## src/rtl/uart_pkg.sv

```systemverilog
// Shared FSM state type, oversampling constant and parity helper for the UART transmit scheduler.
package uart_pkg;

  localparam int OVERSAMPLE = 16;

  typedef enum logic [2:0] {
    IDLE   = 3'd0,
    START  = 3'd1,
    DATA   = 3'd2,
    PARITY = 3'd3,
    STOP   = 3'd4
  } uart_state_e;

  // Even parity bit: total count of ones including this bit is even.
  function automatic logic even_parity(input logic [63:0] v);
    return ^v;
  endfunction

endpackage

```

## src/rtl/uart_rr_arb.sv

```systemverilog
// Round-robin arbiter: searches from the index after ptr, wrapping at NUM_REQ-1,
// and returns a one-hot grant plus its binary index.
module uart_rr_arb
  import uart_pkg::*;
#(
  parameter int NUM_REQ = 4,
  parameter int IW      = 2
) (
  input  logic [NUM_REQ-1:0] req,
  input  logic [IW-1:0]      ptr,
  output logic [NUM_REQ-1:0] grant,
  output logic [IW-1:0]      index,
  output logic               valid
);

  logic [IW:0]   sum_s;
  logic [IW-1:0] cand_s;

  // First pending requester after the last granted one wins.
  always_comb begin
    grant  = '0;
    index  = '0;
    valid  = 1'b0;
    sum_s  = '0;
    cand_s = '0;
    for (int i = 1; i <= NUM_REQ; i++) begin
      sum_s = {1'b0, ptr} + (IW+1)'(i);
      if (sum_s >= (IW+1)'(NUM_REQ)) begin
        cand_s = IW'(sum_s - (IW+1)'(NUM_REQ));
      end else begin
        cand_s = sum_s[IW-1:0];
      end
      if (!valid && req[cand_s]) begin
        valid         = 1'b1;
        grant[cand_s] = 1'b1;
        index         = cand_s;
      end else begin
        valid = valid;
      end
    end
  end

endmodule

```

## src/rtl/uart_tx_sched.sv

```systemverilog
// Multi-requester UART transmitter: round-robin grant, 16x oversampled framing.
// Optional even parity bit enabled by defining UART_TX_PARITY_EN.
module uart_tx_sched
  import uart_pkg::*;
#(
  parameter int NUM_REQ = 4,
  parameter int DBITS   = 8,
  parameter int SB_TICK = 16
) (
  input  logic                       clk,
  input  logic                       reset,
  input  logic                       tick,
  input  logic [NUM_REQ-1:0]         req,
  input  logic [NUM_REQ*DBITS-1:0]   data,
  output logic [NUM_REQ-1:0]         ack,
  output logic [$clog2(NUM_REQ)-1:0] owner,
  output logic                       busy,
  output logic                       done,
  output logic                       tx
);

  localparam int IW = $clog2(NUM_REQ);
  localparam int SW = $clog2((SB_TICK > OVERSAMPLE) ? SB_TICK : OVERSAMPLE);
  localparam int NW = (DBITS > 1) ? $clog2(DBITS) : 1;

  uart_state_e        state_r, state_nx_s;
  logic [SW-1:0]      s_r, s_nx_s;
  logic [NW-1:0]      n_r, n_nx_s;
  logic [DBITS-1:0]   shift_r, shift_nx_s;
  logic               tx_r, tx_nx_s;
  logic               busy_r, busy_nx_s;
  logic               done_r, done_nx_s;
  logic [NUM_REQ-1:0] ack_r, ack_nx_s;
  logic [IW-1:0]      owner_r, owner_nx_s;
  logic [IW-1:0]      ptr_r, ptr_nx_s;
`ifdef UART_TX_PARITY_EN
  logic               par_r, par_nx_s;
`endif

  logic [NUM_REQ-1:0] grant_s;
  logic [IW-1:0]      gidx_s;
  logic               gvalid_s;
  logic [DBITS-1:0]   gbyte_s;

  uart_rr_arb #(.NUM_REQ(NUM_REQ), .IW(IW)) u_arb (
    .req   (req),
    .ptr   (ptr_r),
    .grant (grant_s),
    .index (gidx_s),
    .valid (gvalid_s)
  );

  assign gbyte_s = DBITS'(data >> (int'(gidx_s) * DBITS));

  // Register bank; reset aborts any frame and gives requester 0 top priority.
  always_ff @(posedge clk) begin
    if (reset) begin
      state_r <= IDLE;
      s_r     <= '0;
      n_r     <= '0;
      shift_r <= '0;
      tx_r    <= 1'b1;
      busy_r  <= 1'b0;
      done_r  <= 1'b0;
      ack_r   <= '0;
      owner_r <= '0;
      ptr_r   <= IW'(NUM_REQ - 1);
`ifdef UART_TX_PARITY_EN
      par_r   <= 1'b0;
`endif
    end else begin
      state_r <= state_nx_s;
      s_r     <= s_nx_s;
      n_r     <= n_nx_s;
      shift_r <= shift_nx_s;
      tx_r    <= tx_nx_s;
      busy_r  <= busy_nx_s;
      done_r  <= done_nx_s;
      ack_r   <= ack_nx_s;
      owner_r <= owner_nx_s;
      ptr_r   <= ptr_nx_s;
`ifdef UART_TX_PARITY_EN
      par_r   <= par_nx_s;
`endif
    end
  end

  // Next-state and next-output logic; counters advance only on tick cycles.
  always_comb begin
    state_nx_s = state_r;
    s_nx_s     = s_r;
    n_nx_s     = n_r;
    shift_nx_s = shift_r;
    tx_nx_s    = tx_r;
    done_nx_s  = 1'b0;
    ack_nx_s   = '0;
    owner_nx_s = owner_r;
    ptr_nx_s   = ptr_r;
`ifdef UART_TX_PARITY_EN
    par_nx_s   = par_r;
`endif
    case (state_r)
      IDLE: begin
        tx_nx_s = 1'b1;
        s_nx_s  = '0;
        n_nx_s  = '0;
        if (gvalid_s) begin
          state_nx_s = START;
          ack_nx_s   = grant_s;
          owner_nx_s = gidx_s;
          ptr_nx_s   = gidx_s;
          shift_nx_s = gbyte_s;
          tx_nx_s    = 1'b0;
`ifdef UART_TX_PARITY_EN
          par_nx_s   = even_parity(64'(gbyte_s));
`endif
        end else begin
          state_nx_s = IDLE;
        end
      end
      START: begin
        tx_nx_s = 1'b0;
        if (tick && (s_r == SW'(OVERSAMPLE - 1))) begin
          s_nx_s     = '0;
          n_nx_s     = '0;
          state_nx_s = DATA;
          tx_nx_s    = shift_r[0];
        end else if (tick) begin
          s_nx_s = s_r + SW'(1);
        end else begin
          s_nx_s = s_r;
        end
      end
      DATA: begin
        if (tick && (s_r == SW'(OVERSAMPLE - 1))) begin
          s_nx_s     = '0;
          shift_nx_s = shift_r >> 1;
          if (n_r == NW'(DBITS - 1)) begin
            n_nx_s = '0;
`ifdef UART_TX_PARITY_EN
            state_nx_s = PARITY;
            tx_nx_s    = par_r;
`else
            state_nx_s = STOP;
            tx_nx_s    = 1'b1;
`endif
          end else begin
            n_nx_s  = n_r + NW'(1);
            tx_nx_s = shift_nx_s[0];
          end
        end else if (tick) begin
          s_nx_s = s_r + SW'(1);
        end else begin
          s_nx_s = s_r;
        end
      end
      PARITY: begin
`ifdef UART_TX_PARITY_EN
        if (tick && (s_r == SW'(OVERSAMPLE - 1))) begin
          s_nx_s     = '0;
          state_nx_s = STOP;
          tx_nx_s    = 1'b1;
        end else if (tick) begin
          s_nx_s = s_r + SW'(1);
        end else begin
          s_nx_s = s_r;
        end
`else
        state_nx_s = IDLE;
        tx_nx_s    = 1'b1;
        s_nx_s     = '0;
`endif
      end
      STOP: begin
        tx_nx_s = 1'b1;
        if (tick && (s_r == SW'(SB_TICK - 1))) begin
          s_nx_s     = '0;
          state_nx_s = IDLE;
          done_nx_s  = 1'b1;
        end else if (tick) begin
          s_nx_s = s_r + SW'(1);
        end else begin
          s_nx_s = s_r;
        end
      end
      default: begin
        state_nx_s = IDLE;
        tx_nx_s    = 1'b1;
        s_nx_s     = '0;
        n_nx_s     = '0;
      end
    endcase
    busy_nx_s = (state_nx_s != IDLE);
  end

  assign ack   = ack_r;
  assign owner = owner_r;
  assign busy  = busy_r;
  assign done  = done_r;
  assign tx    = tx_r;

endmodule

```

## config.mk

```make
export PLATFORM = sky130hd
export DESIGN_NAME = uart_tx_sched
export DESIGN_NICKNAME = d
export VERILOG_FILES = /design/src/rtl/uart_pkg.sv /design/src/rtl/uart_rr_arb.sv /design/src/rtl/uart_tx_sched.sv
export SDC_FILE = /design/constraint.sdc
export NUM_CORES = 1
export LEC_CHECK = 0
export ABC_CLOCK_PERIOD_IN_PS = 3400
export BUFFER_PORTS_ARGS = -buffer_cell sky130_fd_sc_hd__buf_2
export CAP_MARGIN = 20
export CORE_UTILIZATION = 49
export DETAILED_ROUTE_END_ITERATION = 10
export PLACE_DENSITY_LB_ADDON = 0.1
export SETUP_SLACK_MARGIN = 0.5
export SYNTH_ARGS = -nofsm -noshare
export SYNTH_HDL_FRONTEND = slang
export SYNTH_SLANG_ARGS = --single-unit
```

## constraint.sdc

```tcl
create_clock -name clk -period 3.4 [get_ports clk]
set_input_delay 0.68 -clock clk [delete_from_list [all_inputs] [get_ports clk]]
set_output_delay 0.68 -clock clk [all_outputs]
set_load 0.02 [all_outputs]
```

==> impl_metrics.ini, run 1 <==
[status]
status = finished clean

[global_routing]
grt_pass1_wl_mm = 8.60
track_usage_pct = 21.8
antenna_found_initial = 0
global_route.usage.met3_pct = 4.53
globalRouteOverflowTotal = 0
grt_pass1_vias = 1920
gr-usage-met1_pct = 29.7
routing_usage_on_met2_pct = 35.3
grt_max_degree = 24
grt.busiest_layer = met2

[synthesis]
yosys.area_share.xor_xnor_pct = 1.59
synthTopCellsByCount = nor2_1 (41), dfxtp_1 (29), mux2i_1 (21)
syn_area_um2 = 2210
synth.yosys.warnings = 0
synth_cell_type_count = 43
synth_top_area_share_pct = 26.3
synth_seq_cells = 29
multiplexer_share_of_the_synthesized_area_pct = 14.1
synth-edff-count = 0
synth_area_leaders = dfxtp_1 (26%), mux2i_1 (9.5%), nor2_1 (7.0%)
synth_compound_area_share_pct = 27.9
synth_area_leader_cell = dfxtp_1
synth_nets = 311
synth.most_common_cell = nor2_1
syn-mean-instance-area_um2 = 8.46
dominant_register_cell_in_the_synthesized_netlist = dfxtp_1
asyncSetResetFlopFracSynth_pct = 0
synth_adder_area_share_pct = 6.24
simple_gate_portion_of_the_synthesized_area_pct = 19.2
share_of_the_yosys_chip_area_belonging_to_registers_pct = 26.3
synth_top_family_by_area = compound AO/OA/AOI/OAI gates
netlist_instances = 261

[clock_tree]
clock_insertion_delay_worst_skew_ns = 0.27
cts_tree = yes
ctsRootBufferMaster = clkbuf_8
cts_buffers = 5
cts.sink_count = 29
clock_path_buffers = 2
cts_hold_buffers = 0
ctsHtreeMaxLevel = 2
clock_pin_slew_on_the_worst_setup_and_hold_paths_ns = 0.06

[critical_path]
crit_start = ptr_r[1]$_SDFFE_PP1P_
worst-path-max-fanout = 8
timing.critical_path.slowest_stage_cell = or4_4
worst_ep_arrival_time_ns = 2.94
start_of_the_worst_register_to_register_path = ptr_r[1]$_SDFFE_PP1P_
cp_data_required_time_ns = 3.58
critPathTopFamily = simple AND/OR/NAND/NOR gates
worst_setup_path_start_kind = flop
worstPathBufferInverterCount = 1
path_class = flop to flop
crit_path_max_incr_delay_ns = 0.50
worstPathCellList = clkinvlp_4 > ha_4 > mux4_2 > or2_4 > or4_4 > o21a_2 > o21ai_2 > o32ai_2 > a2111oi_2
crit_path_end_kind = flop

[placed_design]
port_buffers = 47
dpl.hpwl_mm = 3.73
placed_cells_incl_taps = 350
final_gp_congestion = 0.803

[cells_and_area]
finalCoreUtilization_pct = 63.2
syn2layout_area_growth_pct = 24.7
count_of_fill_cells_added_during_filler_insertion = 370
post_layout_nonfiller_instances = 365
num-nets-final = 362
antennaDiodeCount = 0
post_route_cells_drive_above_1_share_pct = 34.2

[die]
dieArea_um2 = 4780
floorplan.initialDensity_pct = 50.7
die_h_um = 69.1
rows = 24
chipWidth_um = 69.1
core_footprint_um2 = 4350
io_pins = 48

[timing]
max-slew-margin-rel_pct = 53.3
hold_slack_ns = 0.466
final.min_clock_period_ns = 2.77
slew_violations = 0
finalHoldViolCount = 0
setup_violations = 0
grt_setup_unrepaired = no
worst_slew_pin_slew_ns = 0.698
finClkSkew_ns = 0.00412
finalCritPeriodShare_pct = 81.4
fin_tns_setup_ns = 0
clock.fmax_mhz = 361

[power]
static-leakage-power_nw = 1.15
switching_power_mw = 1.04
share_clk_of_total_power_pct = 14.6
powerDensity_nw_per_um2 = 900
p_int_mw = 1.43
p_comb_share_pct = 65.2
fin_total_pwr_mw = 2.48
share_seq_of_total_power_pct = 20.2
irDropWorstVdd_mv = 0.452
switching_share_pct = 42.2

[detailed_routing]
routed_wire_length_mm = 5.25
first_iter_violations = 96
number_of_vias_in_the_routed_layout = 2143
route.detailed.vias_per_inst = 5.87
drcViolationCount = 0
postRouteAntennaNets = 0
routed_wire_per_std_cell_um = 14.4
detailedRoute.firstPassIterationCount = 4

[flow_run]
max_cap_viol_count = 0

[worst_hold_path]
hold_path.class = flop to flop
worst_hold_startpoint = owner[1]$_SDFFE_PP0P_
==> metal layers <==
layer  routed length [um]  share of wire, %
met5                    0                 0
met4                   54               1.0
met1                 2490                48
met3                  181               3.4
met2                 2520                48
==> logic make-up after synthesis <==
logic type	Yosys count
compound gates	78
xor+xnor	4
fa+ha+maj	11
buf+inv	22
flops	29
mux	26
simple gates	91
==> path summary, 6_finish.rpt <==
path                                           endpoint  slack [ns]  cells past startpoint
worst max register to register  shift_r[0]$_SDFFE_PP0P_        0.63                      9
worst min-delay path              owner[1]$_SDFFE_PP0P_        0.47                      2
worst max-delay path            shift_r[0]$_SDFFE_PP0P_        0.63                      9
worst min register to register    owner[1]$_SDFFE_PP0P_        0.47                      2
==> what timing repair did <==
item	in CTS	in global routing
gates resized for setup	3	3
endpoints found under the hold margin	0	0
gates cloned	0	1
endpoints found under the setup margin	9	7
buffers inserted	1	5
==> cells in the final DEF (no fill, tap or decap), types with 2 or more instances in the layout <==
master / instances
o21ai_0: 6
nand2_1: 13
nor3_1: 13
mux2i_1: 21
nor4_1: 4
nand2b_1: 4
nand4_1: 2
a22o_1: 14
dfxtp_1: 27
xnor2_1: 2
a21oi_1: 20
buf_2: 47
xor2_1: 2
nor2_1: 41
o32ai_2: 7
mux4_2: 4
nand3_1: 3
a22oi_1: 4
o21ai_2: 7
a2111oi_2: 7
clkbuf_8: 6
inv_1: 2
dfxtp_4: 2
a31oi_1: 2
ha_1: 10
buf_4: 13
a221oi_1: 6
==> layout make-up <==
type | count | area, um2 | share of cell area (%)
Timing Repair Buffer | 61 | 344 | 12.5
Tap cell | 52 | 65.1 | 2.36
Multi-Input combinational cell | 211 | 1620 | 58.8
Inverter | 4 | 21.3 | 0.773
Clock inverter | 1 | 30.0 | 1.09
Sequential cell | 29 | 588 | 21.4
Clock buffer | 7 | 86.3 | 3.14
==> per-stage QoR <==
stage          instance area, um2  setup slack (ns)
6_report                     2750             0.633
4_1_cts                      2690             0.541
3_3_place_gp                 2560             0.407
5_1_grt                      2750             0.515
3_5_place_dp                 2560             0.334
2_1_floorplan                2310             0.448
==> tightest hold or removal path, delay by kind of cell (launching register included) <==
kind / cells / cell delay, ns
flip-flops: 1 / 0.31
AND/OR/NAND/NOR: 1 / 0.05
AO/OA/AOI/OAI: 1 / 0.06
==> sequential cells by signal, summed over array words and instances (netlist names) <==
signal and flops:
owner 2, ack 4, s_r 4, shift_r 8, n_r 3, busy 1
state_r 3, done 1, ptr_r 2, tx 1
==> power groups by stage <==
stage / registers (mW) / clock network [mW] / logic, mW
floorplan: 0.511 / 0 / 1.28
CTS: 0.506 / 0.366 / 1.53
global placement: 0.508 / 0 / 1.49
finish: 0.500 / 0.362 / 1.61
detailed placement: 0.508 / 0 / 1.51
global route: 0.513 / 0.391 / 1.76
Power figures use the tool's default switching activity.
==> run 2: changes to the inputs <==
--- a/config.mk
+++ b/config.mk
@@ -5,10 +5,10 @@
 export SDC_FILE = /design/constraint.sdc
 export NUM_CORES = 1
 export LEC_CHECK = 0
-export ABC_CLOCK_PERIOD_IN_PS = 3400
+export ABC_CLOCK_PERIOD_IN_PS = 2600
 export BUFFER_PORTS_ARGS = -buffer_cell sky130_fd_sc_hd__buf_2
 export CAP_MARGIN = 20
-export CORE_UTILIZATION = 49
+export CORE_UTILIZATION = 55
 export DETAILED_ROUTE_END_ITERATION = 10
 export PLACE_DENSITY_LB_ADDON = 0.1
 export SETUP_SLACK_MARGIN = 0.5
==> constraint.sdc (replaced) <==
create_clock -name clk -period 2.6 [get_ports clk]
set_input_delay 0.52 -clock clk [delete_from_list [all_inputs] [get_ports clk]]
set_output_delay 0.52 -clock clk [all_outputs]
set_load 0.02 [all_outputs]
==> impl_metrics.ini, run 2 (same netlist as run 1, synthesis figures left out) <==
[cells_and_area]
largest-register = shift_r
finalCoreUtilization_pct = 79.6
num-nets-final = 381
post_route_cells_drive_above_1_share_pct = 42.2
layout.cells.most_common = buf_2
post_layout_nonfiller_instances = 380
layout_common_cells = buf_2 (47), nor2_1 (38), dfxtp_1 (27), buf_4 (24), mux2i_1 (21)
largest_register_ffs = 8
multiInputGateArea_um2 = 1700
ff_latch_area_um2 = 586
count_of_fill_cells_added_during_filler_insertion = 269
antennaDiodeCount = 0
syn2layout_area_growth_pct = 35.0

[worst_hold_path]
hold_path.class = flop to flop

[global_routing]
grt_pass1_vias = 2159
globalRouteOverflowTotal = 0
grt_max_degree = 24
track_usage_pct = 29.2
grt_pass1_wl_mm = 9.55
antenna_found_initial = 0

[detailed_routing]
first_iter_violations = 127
drcViolationCount = 0
postRouteAntennaNets = 0
routed_wire_per_std_cell_um = 16.1
routed_wire_length_mm = 6.11
number_of_vias_in_the_routed_layout = 2343
detailedRoute.firstPassIterationCount = 4
route.detailed.vias_per_inst = 6.17

[power]
irDropWorstVdd_mv = 0.696
powerDensity_nw_per_um2 = 1200
static-leakage-power_nw = 1.28

[placed_design]
dp_slack_ns = -0.0975
placed_cells_incl_taps = 364
port_buffers = 47
final_gp_congestion = 0.870
dpl.hpwl_mm = 4.10

[timing]
grt_setup_unrepaired = yes
clock.fmax_mhz = 391
finalCritPeriodShare_pct = 98.4
final.min_clock_period_ns = 2.56
finalHoldViolCount = 0
setup_violations = 0
slew_violations = 0
finClkSkew_ns = 0.00567
max-slew-margin-rel_pct = 65.4
worst_slew_pin_slew_ns = 0.513
fin_ws_ns = 0.0415

[clock_tree]
ctsHtreeMaxLevel = 2
clock_path_buffers = 2
clock_pin_slew_on_the_worst_setup_and_hold_paths_ns = 0.07
cts_tree = yes
cts_buffers = 5
ctsRootBufferMaster = clkbuf_8
clock_insertion_delay_worst_skew_ns = 0.29
cts_hold_buffers = 0
cts.sink_count = 29

[critical_path]
cp_data_required_time_ns = 2.75
worst_setup_path_start_kind = flop
worstPathCellList = inv_6 > ha_4 > mux4_2 > or2_4 > or4_4 > o21a_4 > o32ai_2 > a2111oi_2
worst_ep_arrival_time_ns = 2.71
worstPathBufferInverterCount = 1
crit_path_max_incr_delay_ns = 0.52
timing.critical_path.slowest_stage_cell = or4_4
path_class = flop to flop
crit_path_end_kind = flop
worst-path-max-fanout = 8
critPathTopFamily = simple AND/OR/NAND/NOR gates

[die]
io_pins = 48
chipWidth_um = 65.3
rows = 22
die_h_um = 65.3
core_footprint_um2 = 3740
dieArea_um2 = 4270
floorplan.initialDensity_pct = 59.0

[flow_run]
max_cap_viol_count = 0

[status]
status = finished clean
-- run 2: cell type report --
cell class | instances | share of cell area [%]
sequential | 29 | 19.7
timing repair buffer | 80 | 17.6
inverter | 4 | 0.672
clock inverter | 3 | 0.588
tap | 48 | 2.02
multi-input combinational | 211 | 57.1
clock buffer | 5 | 2.31
-- run 2: worst min-delay path, stage by stage (launching register included) --
cell,delay [ns]
dfxtp_1,0.31
nand2_1,0.06
a21oi_1,0.05
-- run 2: power by group --
part / switching [mW] / internal (mW) / total (mW)
sequential: 0.0837 / 0.552 / 0.636
clock: 0.185 / 0.184 / 0.369
combinational: 1.30 / 1.27 / 2.56
-- run 2: final timing paths --
path / startpoint / endpoint / slack [ns] / depth (start not counted)
max: ptr_r[0]$_SDFFE_PP1P_ / shift_r[2]$_SDFFE_PP0P_ / 0.04 / 8
min: owner[0]$_SDFFE_PP0P_ / owner[0]$_SDFFE_PP0P_ / 0.47 / 2
max reg2reg: ptr_r[0]$_SDFFE_PP1P_ / shift_r[2]$_SDFFE_PP0P_ / 0.04 / 8
min reg2reg: owner[0]$_SDFFE_PP0P_ / owner[0]$_SDFFE_PP0P_ / 0.47 / 2
-- run 2: timing repair --
action                                  CTS  global route
pin swaps                                 4            10
endpoints found under the setup margin   19            19
cloned                                    1             0
resized for setup                        12            20
setup buffers                             3             4
-- run 2: stage by stage --
stage	cell area, um2	setup TNS [ns]	hold slack, ns	power, mW
global placement	2710	-0.216	0.448	2.75
floorplan	2310	-2.67	0.453	2.34
detailed placement	2710	-0.598	0.460	2.79
finish	2980	0	0.467	3.57
CTS	2870	0	0.470	3.33
global route	2980	-0.202	0.516	3.78
-- run 2: metal layers --
layer  vias up  track usage [%]  share of wire [%]
met2        77             48.7                 50
li1       1132                -                  -
met3        15             6.25                3.8
met1      1119             35.5                 44
met4         0             13.9                2.3
met5         -                0                  0
==> run 3: changes to the inputs <==
--- a/config.mk
+++ b/config.mk
@@ -11,7 +11,8 @@
 export CORE_UTILIZATION = 55
 export DETAILED_ROUTE_END_ITERATION = 10
 export PLACE_DENSITY_LB_ADDON = 0.1
-export SETUP_SLACK_MARGIN = 0.5
+export SETUP_SLACK_MARGIN = 0.02
+export SLEW_MARGIN = 20
 export SYNTH_ARGS = -nofsm -noshare
 export SYNTH_HDL_FRONTEND = slang
 export SYNTH_SLANG_ARGS = --single-unit
==> impl_metrics.ini, run 3 (same netlist as run 1, synthesis figures left out) <==
[detailed_routing]
postRouteAntennaNets = 0
drcViolationCount = 0
route.detailed.vias_per_inst = 5.98
first_iter_violations = 155
number_of_vias_in_the_routed_layout = 2268
routed_wire_per_std_cell_um = 14.9
detailedRoute.firstPassIterationCount = 5
routed_wire_length_mm = 5.64

[worst_hold_path]
hold_path.class = flop to flop

[critical_path]
cp_data_required_time_ns = 2.77
path_class = flop to flop
worst-path-max-fanout = 8
worst_setup_path_start_kind = flop
crit_path_end_kind = flop
worst_ep_arrival_time_ns = 2.76

[power]
share_clk_of_total_power_pct = 10.6
fin_total_pwr_mw = 3.33
irDropWorstVdd_mv = 0.580
switching_share_pct = 42.9
powerDensity_nw_per_um2 = 1170
share_seq_of_total_power_pct = 19.1
p_int_mw = 1.90
p_comb_share_pct = 70.2
static-leakage-power_nw = 1.23
switching_power_mw = 1.43

[global_routing]
track_usage_pct = 28.4
grt_pass1_wl_mm = 9.47
antenna_found_initial = 0
grt_pass1_vias = 2171
grt_max_degree = 24
globalRouteOverflowTotal = 0

[timing]
hold_slack_ns = 0.461
finClkSkew_ns = 0.00420
final.min_clock_period_ns = 2.59
clock.fmax_mhz = 386
setup_violations = 0
slew_violations = 0
grt_setup_unrepaired = yes
finalCritPeriodShare_pct = 99.7
worst_slew_pin_slew_ns = 0.577
max-slew-margin-rel_pct = 61.2
finalHoldViolCount = 0

[placed_design]
port_buffers = 47
final_gp_congestion = 0.799
dpl.hpwl_mm = 3.93

[die]
chipWidth_um = 65.3
dieArea_um2 = 4270
core_footprint_um2 = 3740
floorplan.initialDensity_pct = 59.0
rows = 22
io_pins = 48
die_h_um = 65.3

[cells_and_area]
antennaDiodeCount = 0
largest-register = shift_r
num-nets-final = 380
count_of_fill_cells_added_during_filler_insertion = 289
largest_register_ffs = 8
layout_common_cells = buf_2 (47), nor2_1 (41), buf_4 (31), dfxtp_1 (27), mux2i_1 (21)
syn2layout_area_growth_pct = 29.5
post_route_cells_drive_above_1_share_pct = 38.1
layout.cells.most_common = buf_2

[clock_tree]
cts_tree = yes
ctsRootBufferMaster = clkbuf_8
clock_path_buffers = 2
cts_buffers = 5
clock_insertion_delay_worst_skew_ns = 0.28
ctsHtreeMaxLevel = 2
cts_hold_buffers = 0
clock_pin_slew_on_the_worst_setup_and_hold_paths_ns = 0.06
cts.sink_count = 29

[status]
status = finished clean

[flow_run]
max_cap_viol_count = 0
run 3: what timing repair did:
| item | in CTS | in global routing |
|---|---|---|
| setup buffers | 4 | 1 |
| gates resized for setup | 3 | 1 |
| setup endpoints to repair | 10 | 10 |
| gates cloned | 1 | 0 |
run 3: worst paths after layout:
check / slack [ns] / to / from / cells after the start
worst max-delay path: 0.007 / shift_r[0]$_SDFFE_PP0P_ / ptr_r[0]$_SDFFE_PP1P_ / 9
worst min-delay path: 0.46 / owner[0]$_SDFFE_PP0P_ / owner[0]$_SDFFE_PP0P_ / 2
worst max register to register: 0.007 / shift_r[0]$_SDFFE_PP0P_ / ptr_r[0]$_SDFFE_PP1P_ / 9
worst min register to register: 0.46 / owner[0]$_SDFFE_PP0P_ / owner[0]$_SDFFE_PP0P_ / 2
run 3: area by class of cell:
| cell class | instances | area (um2) | share of cell area (%) |
|---|---|---|---|
| inverters | 4 | 20.0 | 0.700 |
| clock inverters | 2 | 10.0 | 0.350 |
| repair buffers | 79 | 488 | 17.1 |
| flip-flops and latches | 29 | 586 | 20.5 |
| multi-input cells | 211 | 1620 | 56.8 |
| well taps | 48 | 60.1 | 2.10 |
| clock buffers | 6 | 72.6 | 2.54 |
run 3: power by group through the flow:
stage / Clock, mW / Combinational, mW / Sequential, mW
after floorplan: 0 / 1.67 / 0.669
after global placement: 0 / 2.12 / 0.640
after detailed placement: 0 / 2.16 / 0.641
after CTS: 0.360 / 2.29 / 0.636
after global routing: 0.377 / 2.53 / 0.648
final: 0.355 / 2.34 / 0.637
run 3: per-stage QoR:
step           instance area, um2  setup WS, ns  cells  TNS (ns)  utilization, %
3_5_place_dp                 2710        -0.131    365     -1.06            72.5
2_1_floorplan                2310        -0.304    261     -2.67               -
3_3_place_gp                 2710       -0.0848    365    -0.458            72.5
5_1_grt                      2860       -0.0748    379    -0.529            76.4
6_report                     2860       0.00680    379         0            76.4
4_1_cts                      2850        0.0211    378         0            76.1
run 3: worst max-delay path, stage by stage (launching register included):
cell	delay [ns]
dfxtp_4	0.41
inv_6	0.04
ha_4	0.28
mux4_2	0.30
or2_4	0.26
or4_4	0.52
o21a_4	0.20
o21ai_2	0.07
o32ai_2	0.09
a2111oi_2	0.31
run 3: per-layer routing:
metal | GRT usage (%) | vias up | part of all wire, %
met5 | 0 | - | 0
met4 | 10.3 | 0 | 2.0
met3 | 4.69 | 12 | 4.4
met2 | 48.7 | 70 | 49
met1 | 35.6 | 1060 | 45
li1 | - | 1126 | -
